$ cat config.mk
export PLATFORM = sky130hd
export DESIGN_NAME = controle_joystick
export DESIGN_NICKNAME = d
export VERILOG_FILES = /design/src/rtl/controle_pkg.sv /design/src/rtl/debouncer_botao.sv /design/src/rtl/controle_joystick.sv
export SDC_FILE = /design/constraint.sdc
export NUM_CORES = 1
export LEC_CHECK = 0
export ABC_AREA = 1
export CORE_ASPECT_RATIO = 1.4
export CORE_MARGIN = 3
export CORE_UTILIZATION = 60
export CTS_BUF_LIST = sky130_fd_sc_hd__clkbuf_2
export CTS_CLUSTER_DIAMETER = 40
export DETAILED_ROUTE_END_ITERATION = 10
export PLACE_DENSITY = 0.84
export SLEW_MARGIN = 20
export SYNTH_ARGS = -nofsm -noshare
export SYNTH_HDL_FRONTEND = slang
export SYNTH_HIERARCHICAL = 1
export SYNTH_SLANG_ARGS = --single-unit
$ cat constraint.sdc
create_clock -name clock -period 2.1 [get_ports clock]
set_clock_uncertainty 0.1 [all_clocks]
set_input_delay 0.42 -clock clock [delete_from_list [all_inputs] [get_ports clock]]
set_output_delay 0.42 -clock clock [all_outputs]
set_load 0.02 [all_outputs]
$ cat src/rtl/controle_pkg.sv
// Shared definitions for the joystick front-end: axis direction codes, the
// auto-repeat state type and the axis encoder used by controle_joystick.
package controle_pkg;

  localparam logic [1:0] DIR_PARADO = 2'b00;
  localparam logic [1:0] DIR_POS    = 2'b01;
  localparam logic [1:0] DIR_NEG    = 2'b10;

  // Auto-repeat sequencer states, one sequencer per axis.
  typedef enum logic [1:0] {
    OCIOSO         = 2'b00,
    PULSO          = 2'b01,
    ESPERA_INICIAL = 2'b10,
    ESPERA_REPETE  = 2'b11
  } repeat_estado_t;

  // Opposing buttons cancel, so the code 2'b11 can never be produced.
  function automatic logic [1:0] codifica_eixo(input logic pos, input logic neg);
    logic [1:0] codigo;
    codigo = DIR_PARADO;
    if (pos && !neg) codigo = DIR_POS;
    else if (neg && !pos) codigo = DIR_NEG;
    return codigo;
  endfunction

endpackage

$ cat src/rtl/debouncer_botao.sv
// One push-button conditioner: two-flop synchronizer followed by a debouncer.
// The accepted level only toggles after DEBOUNCE_CICLOS consecutive cycles
// of disagreement between the synchronized input and the held level.
module debouncer_botao #(
  parameter int DEBOUNCE_CICLOS = 1000
) (
  input  logic clock,
  input  logic reset,
  input  logic i_botao,
  output logic o_estavel
);

  localparam int W_CNT = $clog2(DEBOUNCE_CICLOS) + 1;
  localparam logic [W_CNT-1:0] CNT_TC  = W_CNT'(DEBOUNCE_CICLOS - 1);
  localparam logic [W_CNT-1:0] CNT_UM  = W_CNT'(1);

  logic             r_sync_0;
  logic             r_sync_1;
  logic             r_estavel;
  logic [W_CNT-1:0] r_cnt;

  // Bring the asynchronous pin into the clock domain.
  always_ff @(posedge clock) begin
    if (reset) begin
      r_sync_0 <= 1'b0;
      r_sync_1 <= 1'b0;
    end else begin
      r_sync_0 <= i_botao;
      r_sync_1 <= r_sync_0;
    end
  end

  // Count disagreement cycles; accept the new level at terminal count.
  always_ff @(posedge clock) begin
    if (reset) begin
      r_estavel <= 1'b0;
      r_cnt     <= '0;
    end else if (r_sync_1 == r_estavel) begin
      r_cnt <= '0;
    end else if (r_cnt == CNT_TC) begin
      r_estavel <= ~r_estavel;
      r_cnt     <= '0;
    end else begin
      r_cnt <= r_cnt + CNT_UM;
    end
  end

  assign o_estavel = r_estavel;

endmodule

$ cat src/rtl/controle_joystick.sv
// Joystick input front-end: debounces six buttons, encodes the two direction
// axes and produces one-cycle iniciar/confirma pulses on accepted presses.
// Optional feature macro: CONTROLE_AUTOREPEAT_EN turns the direction outputs
// into auto-repeat pulses driven by one sequencer per axis; when undefined
// the axes are plain registered levels.
module controle_joystick
  import controle_pkg::*;
#(
  parameter int DEBOUNCE_CICLOS = 1000,
  parameter int REPEAT_ATRASO   = 500000,
  parameter int REPEAT_PERIODO  = 200000
) (
  input  logic       clock,
  input  logic       reset,
  input  logic       botao_cima,
  input  logic       botao_baixo,
  input  logic       botao_esquerda,
  input  logic       botao_direita,
  input  logic       botao_confirma,
  input  logic       botao_iniciar,
  output logic [1:0] controle_vertical,
  output logic [1:0] controle_horizontal,
  output logic       confirma,
  output logic       iniciar,
  output logic [5:0] db_botoes
);

  // Bit order matches db_botoes: {iniciar, confirma, direita, esquerda, baixo, cima}.
  localparam int B_CIMA     = 0;
  localparam int B_BAIXO    = 1;
  localparam int B_ESQUERDA = 2;
  localparam int B_DIREITA  = 3;
  localparam int B_CONFIRMA = 4;
  localparam int B_INICIAR  = 5;

  if (DEBOUNCE_CICLOS < 2 || REPEAT_ATRASO < 1 || REPEAT_PERIODO < 1) begin : g_parametros_invalidos
    $error("controle_joystick: invalid timing parameters");
  end

  logic [5:0] w_bruto;
  logic [5:0] w_estavel;
  logic [1:0] w_codigo_vert;
  logic [1:0] w_codigo_horiz;

  assign w_bruto = {botao_iniciar, botao_confirma, botao_direita,
                    botao_esquerda, botao_baixo, botao_cima};

  for (genvar b = 0; b < 6; b++) begin : g_botao
    debouncer_botao #(
      .DEBOUNCE_CICLOS(DEBOUNCE_CICLOS)
    ) u_debouncer (
      .clock    (clock),
      .reset    (reset),
      .i_botao  (w_bruto[b]),
      .o_estavel(w_estavel[b])
    );
  end

  assign db_botoes      = w_estavel;
  assign w_codigo_vert  = codifica_eixo(w_estavel[B_CIMA], w_estavel[B_BAIXO]);
  assign w_codigo_horiz = codifica_eixo(w_estavel[B_ESQUERDA], w_estavel[B_DIREITA]);

  logic r_confirma_ant;
  logic r_iniciar_ant;
  logic r_confirma;
  logic r_iniciar;

  // Rising-edge detect of the debounced levels; lands on the same edge as
  // the registered direction outputs so simultaneous presses line up.
  always_ff @(posedge clock) begin
    if (reset) begin
      r_confirma_ant <= 1'b0;
      r_iniciar_ant  <= 1'b0;
      r_confirma     <= 1'b0;
      r_iniciar      <= 1'b0;
    end else begin
      r_confirma_ant <= w_estavel[B_CONFIRMA];
      r_iniciar_ant  <= w_estavel[B_INICIAR];
      r_confirma     <= w_estavel[B_CONFIRMA] & ~r_confirma_ant;
      r_iniciar      <= w_estavel[B_INICIAR] & ~r_iniciar_ant;
    end
  end

  assign confirma = r_confirma;
  assign iniciar  = r_iniciar;

`ifdef CONTROLE_AUTOREPEAT_EN

  localparam int MAX_TEMPO = (REPEAT_ATRASO > REPEAT_PERIODO) ? REPEAT_ATRASO : REPEAT_PERIODO;
  localparam int W_TEMPO   = $clog2(MAX_TEMPO) + 1;
  localparam logic [W_TEMPO-1:0] ATRASO_TC  = W_TEMPO'(REPEAT_ATRASO - 1);
  localparam logic [W_TEMPO-1:0] PERIODO_TC = W_TEMPO'(REPEAT_PERIODO - 1);
  localparam logic [W_TEMPO-1:0] TEMPO_UM   = W_TEMPO'(1);

  logic [3:0] w_codigo_eixos;
  logic [3:0] w_saida_eixos;

  assign w_codigo_eixos = {w_codigo_horiz, w_codigo_vert};

  // Axis sequencer states:
  //   state          | meaning
  //   OCIOSO         | axis released, output 00
  //   PULSO          | one-cycle pulse with the current code
  //   ESPERA_INICIAL | long wait after the first pulse, output 00
  //   ESPERA_REPETE  | short wait between repeat pulses, output 00
  for (genvar e = 0; e < 2; e++) begin : g_eixo
    repeat_estado_t     r_estado;
    logic [1:0]         r_codigo_ant;
    logic [1:0]         r_saida;
    logic               r_primeiro;
    logic [W_TEMPO-1:0] r_tempo;
    logic [1:0]         w_codigo;

    assign w_codigo = w_codigo_eixos[2*e +: 2];

    // Release forces idle; a new or changed code pulses immediately;
    // otherwise alternate pulse and down-counted wait.
    always_ff @(posedge clock) begin
      if (reset) begin
        r_estado     <= OCIOSO;
        r_codigo_ant <= DIR_PARADO;
        r_saida      <= DIR_PARADO;
        r_primeiro   <= 1'b0;
        r_tempo      <= '0;
      end else if (w_codigo == DIR_PARADO) begin
        r_estado     <= OCIOSO;
        r_codigo_ant <= DIR_PARADO;
        r_saida      <= DIR_PARADO;
        r_primeiro   <= 1'b0;
        r_tempo      <= '0;
      end else if (r_estado == OCIOSO || w_codigo != r_codigo_ant) begin
        r_estado     <= PULSO;
        r_codigo_ant <= w_codigo;
        r_saida      <= w_codigo;
        r_primeiro   <= 1'b1;
      end else begin
        case (r_estado)
          PULSO: begin
            r_saida <= DIR_PARADO;
            if (r_primeiro) begin
              r_estado <= ESPERA_INICIAL;
              r_tempo  <= ATRASO_TC;
            end else begin
              r_estado <= ESPERA_REPETE;
              r_tempo  <= PERIODO_TC;
            end
          end
          ESPERA_INICIAL, ESPERA_REPETE: begin
            if (r_tempo == '0) begin
              r_estado   <= PULSO;
              r_saida    <= w_codigo;
              r_primeiro <= 1'b0;
            end else begin
              r_tempo <= r_tempo - TEMPO_UM;
            end
          end
          default: begin
            r_estado <= OCIOSO;
            r_saida  <= DIR_PARADO;
          end
        endcase
      end
    end

    assign w_saida_eixos[2*e +: 2] = r_saida;
  end

  assign controle_vertical   = w_saida_eixos[1:0];
  assign controle_horizontal = w_saida_eixos[3:2];

`else

  logic [1:0] r_vertical;
  logic [1:0] r_horizontal;

  // Level mode: register the encoded debounced levels.
  always_ff @(posedge clock) begin
    if (reset) begin
      r_vertical   <= DIR_PARADO;
      r_horizontal <= DIR_PARADO;
    end else begin
      r_vertical   <= w_codigo_vert;
      r_horizontal <= w_codigo_horiz;
    end
  end

  assign controle_vertical   = r_vertical;
  assign controle_horizontal = r_horizontal;

`endif

endmodule

==> run metrics, run 1 <==
post-route ant nets=0; Slew @ Worst Pin=0.243 ns; dominant cells by area after synthesis=dfxtp_1 46%, nor2_1 9.9%, nand2_1 9.8%, inv_1 6.4%, xnor2_1 5.3%; die area=7680 µm²; synth-to-layout area growth=11.4%; hpwl dp=4980 µm; final instance area=4450 µm²; post-synthesis xor/xnor area fraction=0.0659; Bufs on Longest Clock Path=2; crit path max fanout=1; gpl congestion=0.833; Core Rows=34; Via density=5.10; YS warnings=6; critical path's slowest cell=clkdlybuf4s50_1; share of cells above drive strength 1=0.105; setup repair bufs after CTS=0; die height=102 µm; PostCTS Resize Cnt=8; Synth Register Bits=92; multiplexer share of the synthesized area=0; clock sinks=92; setup slack after layout=0.126 ns; Final period util=0.940; area occupied by multi-input gates=1890 µm²; total power=2920 µW; initial antenna violation count=0; hold buffer count at cts=0; drt initial violations=94; Seq. cell area=1840 µm²; share of the synthesized area in the top cell type=0.462; DR pass1 iterations=4; first-pass GRT wire length=12000 µm; Static Leak=0.00167 µW; Skew-Pair Late Insertion Delay=0.52 ns; Total GRT Usage=0.197; Starting Density=0.629; Avg WL per Cell=10.8 µm; Post-layout nets=560; grt ovf=0; Hold Vio Cnt, Final=0; average size of a mapped cell=7.75 µm²; Seq/Total Area, Yosys=0.462; final WL=6710 µm; I/O Buffers=19; RSZ-0062 raised after global routing=false; fillers=507; die width=74.9 µm; drc violations=0; Setup Crit Path Kind=flip-flop to output port; worst path bufs/invs=1; Max transition margin=0.837; Yosys top cell by area=dfxtp_1; DR vias=3180; crit-path cells=clkdlybuf4s50_1; Startpoint Class=flip-flop; synthesized-area fraction occupied by adder cells=0.0188; number of global-route vias before repair=3086; CTS buffer count=9; delay-heaviest family, CP=buffers and inverters; Worst EP arrival=1.45 ns; Critical Path RT=1.58 ns; Post-DP Area=4290 µm²; worst min path class=primary input to flip-flop; CTS tree=yes; status=complete, no violations; final setup fails=0; Max IR drop VDD=0.380 mV; Fmax=0.507 GHz; Clk pin slew, worst setup/hold paths=0.22 ns; largest net degree at the start of global routing=26; PwrDens=656 nW/µm²; io pins=20; Synth Cell Area=3990 µm²; Post-Syn Nets=529; simple-gate area share of the yosys netlist=0.350; H-tree levels=3; Compound-Gate Fraction of Synth Area=0.0386; final hold slack=0.292 ns; fin. max-slew vios=0; Worst path max stage delay=0.59 ns; pre-CTS setup slack=0.349 ns; Tmin final=1.97 ns; max_cap viols=0; Yosys cell types=18; largest family of logic cells by synthesized area=simple AND/OR/NAND/NOR gates; Root Buffer=clkbuf_2; setup TNS=0 ns; Post-Synthesis Cells=515; core area=6340 µm²; Critical Path End Type=output port; # diodes=0
[cell usage after synthesis]
cell      count
nand4_1       6
nor2_2        2
nand2_2       5
nand2_4       1
xnor2_1      24
nand2_1     104
a21oi_1      29
ha_1          6
xor2_1        6
nor2_4       12
dfxtp_1      92
nand3b_1     12
inv_2         1
nand3_1      23
nor2_1      105
inv_1        68
nand3_2      18
a21oi_2       1
[placed cells by master (no fill, tap or decap), drive strengths merged]
| cell type | n |
|---|---|
| clkbuf | 9 |
| nand3 | 41 |
| nand4 | 6 |
| bufinv | 3 |
| nand3b | 12 |
| xor2 | 6 |
| a21oi | 30 |
| clkdlybuf4s50 | 13 |
| ha | 6 |
| nand2 | 110 |
| nor2 | 119 |
| dfxtp | 92 |
| inv | 69 |
| clkinv | 3 |
| clkinvlp | 1 |
| buf | 1 |
| dlygate4sd2 | 6 |
| xnor2 | 24 |
[sequential cells by signal, indices dropped and copies added (netlist names)]
name	flops
g_botao.u_debouncer/r_cnt	66
g_botao.u_debouncer/o_estavel	6
g_botao.u_debouncer/r_sync_0	6
g_botao.u_debouncer/r_sync_1	6
controle_horizontal	2
controle_vertical	2
confirma	1
iniciar	1
r_confirma_ant	1
r_iniciar_ant	1
[metrics by stage]
step | instances | util
after global placement | 607 | 0.677
after detailed placement | 607 | 0.677
after CTS | 623 | 0.701
after global routing | 623 | 0.701
after floorplan | 515 | -
final | 623 | 0.701
[final timing paths]
| kind | startpoint | to | slack [ns] | cells past startpoint |
|---|---|---|---|---|
| worst min-delay path | botao_direita | g_botao[3].u_debouncer/r_sync_0 | 0.29 | 3 |
| worst max register to register | g_botao[2].u_debouncer/r_cnt[0] | g_botao[2].u_debouncer/r_cnt[4] | 0.62 | 6 |
| worst max-delay path | controle_horizontal[1] | controle_horizontal[1] | 0.13 | 1 |
| worst min register to register | r_iniciar_ant | iniciar | 0.30 | 1 |
[routing by layer]
| metal | vias up | GRT usage | routed length (µm) |
|---|---|---|---|
| met5 | - | 0 | 0 |
| met4 | 0 | 0.0740 | 81 |
| met3 | 5 | 0.0517 | 208 |
| met2 | 41 | 0.366 | 3490 |
| met1 | 1476 | 0.206 | 2930 |
| li1 | 1658 | - | - |
[power by group]
| group | leakage, µW | switching [µW] | internal [µW] |
|---|---|---|---|
| registers | 0.000745 | 8.10 | 1760 |
| clock network | 0.0000895 | 571 | 509 |
| logic | 0.000831 | 32.9 | 29.1 |
| total | 0.00167 | 612 | 2300 |
[layout make-up]
type                    instances  share of cell area
inverters                      69              0.0583
multi-input cells             354               0.425
well taps                      72              0.0203
clock buffers                   9              0.0101
clock inverters                 7              0.0259
repair buffers                 20              0.0456
flip-flops and latches         92               0.415
[kinds of logic after synthesis]
| kind of cell | count (synthesis) |
|---|---|
| buffers and inverters | 69 |
| adders and majority gates | 6 |
| and+or+nand+nor | 288 |
| AOI/OAI and AO/OA | 30 |
| xor gates and xnor gates | 30 |
| DFF | 92 |
[tightest hold or removal path: stages]
cell	delay, ns
clkdlybuf4s50_1	0.39
inv_1	0.05
nor2_1	0.03
No activity file was read; power rests on OpenSTA's default activity.
==> inputs of run 2 (changes only) <==
--- a/config.mk
+++ b/config.mk
@@ -8,12 +8,11 @@
 export ABC_AREA = 1
 export CORE_ASPECT_RATIO = 1.4
 export CORE_MARGIN = 3
-export CORE_UTILIZATION = 60
+export CORE_UTILIZATION = 40
 export CTS_BUF_LIST = sky130_fd_sc_hd__clkbuf_2
 export CTS_CLUSTER_DIAMETER = 40
 export DETAILED_ROUTE_END_ITERATION = 10
-export PLACE_DENSITY = 0.84
-export SLEW_MARGIN = 20
+export PLACE_DENSITY = 0.61
 export SYNTH_ARGS = -nofsm -noshare
 export SYNTH_HDL_FRONTEND = slang
 export SYNTH_HIERARCHICAL = 1
==> run metrics, run 2 (synthesis results as in run 1) <==
status=complete, no violations; worst r2r path cells=6; internal power=2060 µW; Final period util=0.967; final setup fails=0; share of power burned in registers=0.661; fin. max-slew vios=0; CTS tree=yes; Total GRT Usage=0.136; Hold Vio Cnt, Final=0; Fmax=0.492 GHz; Logic pwr share=0.023; final WL=6720 µm; die height=124 µm; crit path from=controle_horizontal[0]; Avg WL per Cell=9.81 µm; Slew @ Worst Pin=0.276 ns; Critical Path End Type=output port; first-pass GRT wire length=12400 µm; I/O Buffers=19; hpwl dp=4950 µm; max reg flops=66; delay-heaviest family, CP=buffers and inverters; layer with the highest usage=met2; GR met3 Demand/Resource=0.0242; CTS buffer count=9; most frequent cells in the layout=105 x nor2_1, 104 x nand2_1, 92 x dfxtp_1, 68 x inv_1, 29 x a21oi_1; Worst EP arrival=1.51 ns; Root Buffer=clkbuf_2; Bufs on Longest Clock Path=2; RSZ-0062 raised after global routing=false; PwrDens=597 nW/µm²; Tmin final=2.03 ns; number of global-route vias before repair=3000; GRT met2 Usage=0.237; Core Rows=42; flop-to-flop setup slack=0.63 ns; DR vias=3066; DP Cell Count=668; post-route ant nets=0; GR Util met1=0.152; max_cap viols=0; synth-to-layout area growth=12.5%; Biggest register=g_botao.u_debouncer/r_cnt; Psw=621 µW; initial antenna violation count=1; Final Core Density=0.467; worst min path class=primary input to flip-flop; gpl congestion=0.838; hold buffer count at cts=0; Setup Crit Path Kind=flip-flop to output port; setup slack after layout=0.0686 ns; share of cells above drive strength 1=0.103; die width=90.4 µm; die area=11200 µm²; H-tree levels=3; area occupied by multi-input gates=1890 µm²; core area=9620 µm²; Worst path max stage delay=0.60 ns; crit-path cells=clkdlybuf4s50_1; grt ovf=0; drc violations=0; Starting Density=0.415; Switching Share=0.231; most common cell after layout, fill and taps aside=nor2_1; Critical Path RT=1.58 ns; Max IR drop VDD=0.324 mV; drt initial violations=99; io pins=20; critical path's slowest cell=clkdlybuf4s50_1; Non-Filler Instances=685; setup TNS=0 ns; setup repair bufs after CTS=0; clock sinks=92; worst path bufs/invs=1; crit path max fanout=1; fillers=999; hold path start=botao_iniciar; Clk pin slew, worst setup/hold paths=0.23 ns; Post-layout nets=561; largest net degree at the start of global routing=26; Max transition margin=0.816; worst r2r dst=g_botao[4].u_debouncer/r_cnt[6]; CP Depth=1; Static Leak=0.00172 µW; critical path capture point=controle_horizontal[0]; DR pass1 iterations=4; Via density=4.48; PostCTS Resize Cnt=6; FF-to-FF Start=g_botao[4].u_debouncer/r_cnt[0]; Seq. cell area=1840 µm²; Skew-Pair Late Insertion Delay=0.56 ns; Startpoint Class=flip-flop; pre-CTS setup slack=0.340 ns; Clock power frac=0.316
## run 2: routing by layer
| metal | vias to the layer above | routed length (µm) |
|---|---|---|
| met5 | - | 0 |
| met4 | 0 | 237 |
| met3 | 14 | 206 |
| li1 | 1657 | - |
| met1 | 1358 | 3100 |
| met2 | 37 | 3180 |
## run 2: worst min path at each step
| stage | to | slack (ns) | cells past startpoint |
|---|---|---|---|
| global route | g_botao[5].u_debouncer/r_sync_0 | 0.18 | 3 |
| global placement | iniciar | 0.28 | 1 |
| finish | g_botao[5].u_debouncer/r_sync_0 | 0.23 | 3 |
| floorplan | confirma | 0.27 | 1 |
| detailed placement | confirma | 0.28 | 1 |
| CTS | g_botao[5].u_debouncer/r_sync_0 | 0.20 | 3 |
## run 2: metrics by stage
step           cell area, µm²  hold slack (ns)  power [µW]
6_report                 4490            0.234        2680
4_1_cts                  4480            0.198        2730
3_5_place_dp             4370            0.282        1870
5_1_grt                  4490            0.178        2810
2_1_floorplan            3990            0.268        1840
3_3_place_gp             4370            0.278        1870
## run 2: cell type report
class                           instances  share of cell area
Antenna cell                            1            0.000557
Timing Repair Buffer                   21              0.0490
Multi-Input combinational cell        354               0.421
Tap cell                              132              0.0368
Sequential cell                        92               0.410
Clock buffer                            9              0.0100
Clock inverter                          7              0.0150
Inverter                               69              0.0577
## run 2: power groups by stage
stage	Combinational, µW	Clock (µW)	Sequential (µW)
final	62.5	847	1770
after global routing	71.4	959	1780
after detailed placement	63.9	0	1810
after global placement	63.2	0	1810
after floorplan	31.9	0	1800
after CTS	64.2	894	1770
==> inputs of run 3 (changes only) <==
--- a/config.mk
+++ b/config.mk
@@ -6,13 +6,15 @@
 export NUM_CORES = 1
 export LEC_CHECK = 0
 export ABC_AREA = 1
+export CELL_PAD_IN_SITES_DETAIL_PLACEMENT = 2
+export CELL_PAD_IN_SITES_GLOBAL_PLACEMENT = 2
 export CORE_ASPECT_RATIO = 1.4
 export CORE_MARGIN = 3
 export CORE_UTILIZATION = 40
 export CTS_BUF_LIST = sky130_fd_sc_hd__clkbuf_2
 export CTS_CLUSTER_DIAMETER = 40
 export DETAILED_ROUTE_END_ITERATION = 10
-export PLACE_DENSITY = 0.61
+export PLACE_DENSITY = 0.91
 export SYNTH_ARGS = -nofsm -noshare
 export SYNTH_HDL_FRONTEND = slang
 export SYNTH_HIERARCHICAL = 1
==> run metrics, run 3 (synthesis results as in run 1) <==
status=complete, no violations; initial antenna violation count=0; drt initial violations=55; H-tree levels=3; worst r2r path cells=6; Starting Density=0.415; worst path bufs/invs=1; die area=11200 µm²; die height=124 µm; Setup Crit Path Kind=flip-flop to output port; Hold Crit Endpoint=g_botao[5].u_debouncer/r_sync_0; I/O Buffers=19; Skew-Pair Late Insertion Delay=0.53 ns; Worst EP arrival=1.36 ns; synth-to-layout area growth=12.9%; clock sinks=92; PwrDens=627 nW/µm²; final WL=9700 µm; Bufs on Longest Clock Path=2; first-pass GRT wire length=16900 µm; Worst path max stage delay=0.46 ns; CTS buffer count=9; Max transition margin=0.825; Hold Vio Cnt, Final=0; Via density=4.82; max reg flops=66; CTS tree=yes; share of cells above drive strength 1=0.107; crit-path cells=dlygate4sd2_1; critical path's slowest cell=dfxtp_1; most frequent cells in the layout=105 x nor2_1, 104 x nand2_1, 90 x dfxtp_1, 68 x inv_1, 29 x a21oi_1; fin. max-slew vios=0; crit path max fanout=4; Root Buffer=clkbuf_2; Post-layout nets=560; Critical Path End Type=output port; most common cell after layout, fill and taps aside=nor2_1; Slew @ Worst Pin=0.262 ns; total power=2820 µW; FF-to-FF Start=g_botao[0].u_debouncer/r_cnt[0]; max_cap viols=0; DR vias=3289; setup TNS=0 ns; Core Rows=42; Biggest register=g_botao.u_debouncer/r_cnt; # diodes=0; post-route ant nets=0; drc violations=0; flop-to-flop setup slack=0.53 ns; hold buffer count at cts=0; setup repair bufs after CTS=0; DR pass1 iterations=4; Final period util=0.895; largest net degree at the start of global routing=26; Max IR drop VDD=0.402 mV; worst min path class=primary input to flip-flop; Clk pin slew, worst setup/hold paths=0.24 ns; grt ovf=0; Fmax=0.532 GHz; Static Leak=0.00174 µW; io pins=20; worst r2r dst=g_botao[0].u_debouncer/r_cnt[5]; Critical Path RT=1.58 ns; hpwl dp=7100 µm; die width=90.4 µm; Startpoint Class=flip-flop; Cells on Worst Hold Path=3; Tmin final=1.88 ns; delay-heaviest family, CP=flip-flops; RSZ-0062 raised after global routing=false; core area=9620 µm²; Avg WL per Cell=14.2 µm; gpl congestion=0.789; hold path start=botao_iniciar; number of global-route vias before repair=3670; Total GRT Usage=0.186; final setup fails=0
run 3: cell count changes in the layout (fill, tap and decap cells not counted), sizes merged:
| cell | before | now |
|---|---|---|
| dlygate4sd2 | 6 | 8 |
| bufinv | 1 | 2 |
| buf | 2 | 1 |
| diode | 1 | 0 |
| clkdlybuf4s50 | 9 | 7 |
| clkinvlp | 2 | 1 |
run 3: how the worst max path moves through the flow:
stage	endpoint	slack, ns	from	cells past startpoint
2_1_floorplan	g_botao[0].u_debouncer/r_cnt[5]	0.83	g_botao[0].u_debouncer/r_cnt[0]	6
3_3_place_gp	g_botao[2].u_debouncer/r_cnt[4]	0.36	reset	5
3_5_place_dp	g_botao[0].u_debouncer/r_cnt[9]	0.28	reset	5
4_1_cts	confirma	0.01	confirma	1
5_1_grt	db_botoes[2]	0.09	g_botao[2].u_debouncer/o_estavel	1
6_report	db_botoes[5]	0.22	g_botao[5].u_debouncer/o_estavel	1
run 3: layout make-up:
cell class | instances | area, µm²
tap | 132 | 165
sequential | 92 | 1840
multi-input combinational | 354 | 1890
clock buffer | 9 | 45.0
fill | 1156 | 5110
timing repair buffer | 20 | 210
clock inverter | 7 | 91.3
inverter | 69 | 259
run 3: stage by stage:
stage,worst slack (ns),cells,util,hold slack (ns),instance area (µm²)
after global routing,0.0866,683,0.468,0.203,4500
after detailed placement,0.282,667,0.454,0.296,4370
after global placement,0.360,667,0.454,0.277,4370
final,0.221,683,0.468,0.262,4500
after CTS,0.0110,683,0.467,0.210,4490
after floorplan,0.825,515,-,0.268,3990
run 3: repair_timing:
item,4_1_cts,5_1_grt
gates resized for setup,10,4
pin swaps,0,0
endpoints found under the setup margin,8,4
run 3: metal layers:
layer | vias to the layer above | wire length [µm] | global-route usage
met1 | 1590 | 3980 | 0.198
met4 | 0 | 186 | 0.0747
met3 | 13 | 174 | 0.0290
li1 | 1656 | - | -
met5 | - | 0 | 0
met2 | 30 | 5360 | 0.367
run 3: report_power, final:
| part | internal (µW) | total (µW) | switching [µW] |
|---|---|---|---|
| clock | 389 | 984 | 594 |
| combinational | 29.2 | 65.9 | 36.7 |
| sequential | 1770 | 1770 | 8.11 |
| total | 2180 | 2820 | 639 |
run 3: tightest hold or removal path: cells and delay by family:
family | cells | cell delay (ns)
buffers and inverters | 2 | 0.44
AND/OR/NAND/NOR | 1 | 0.03
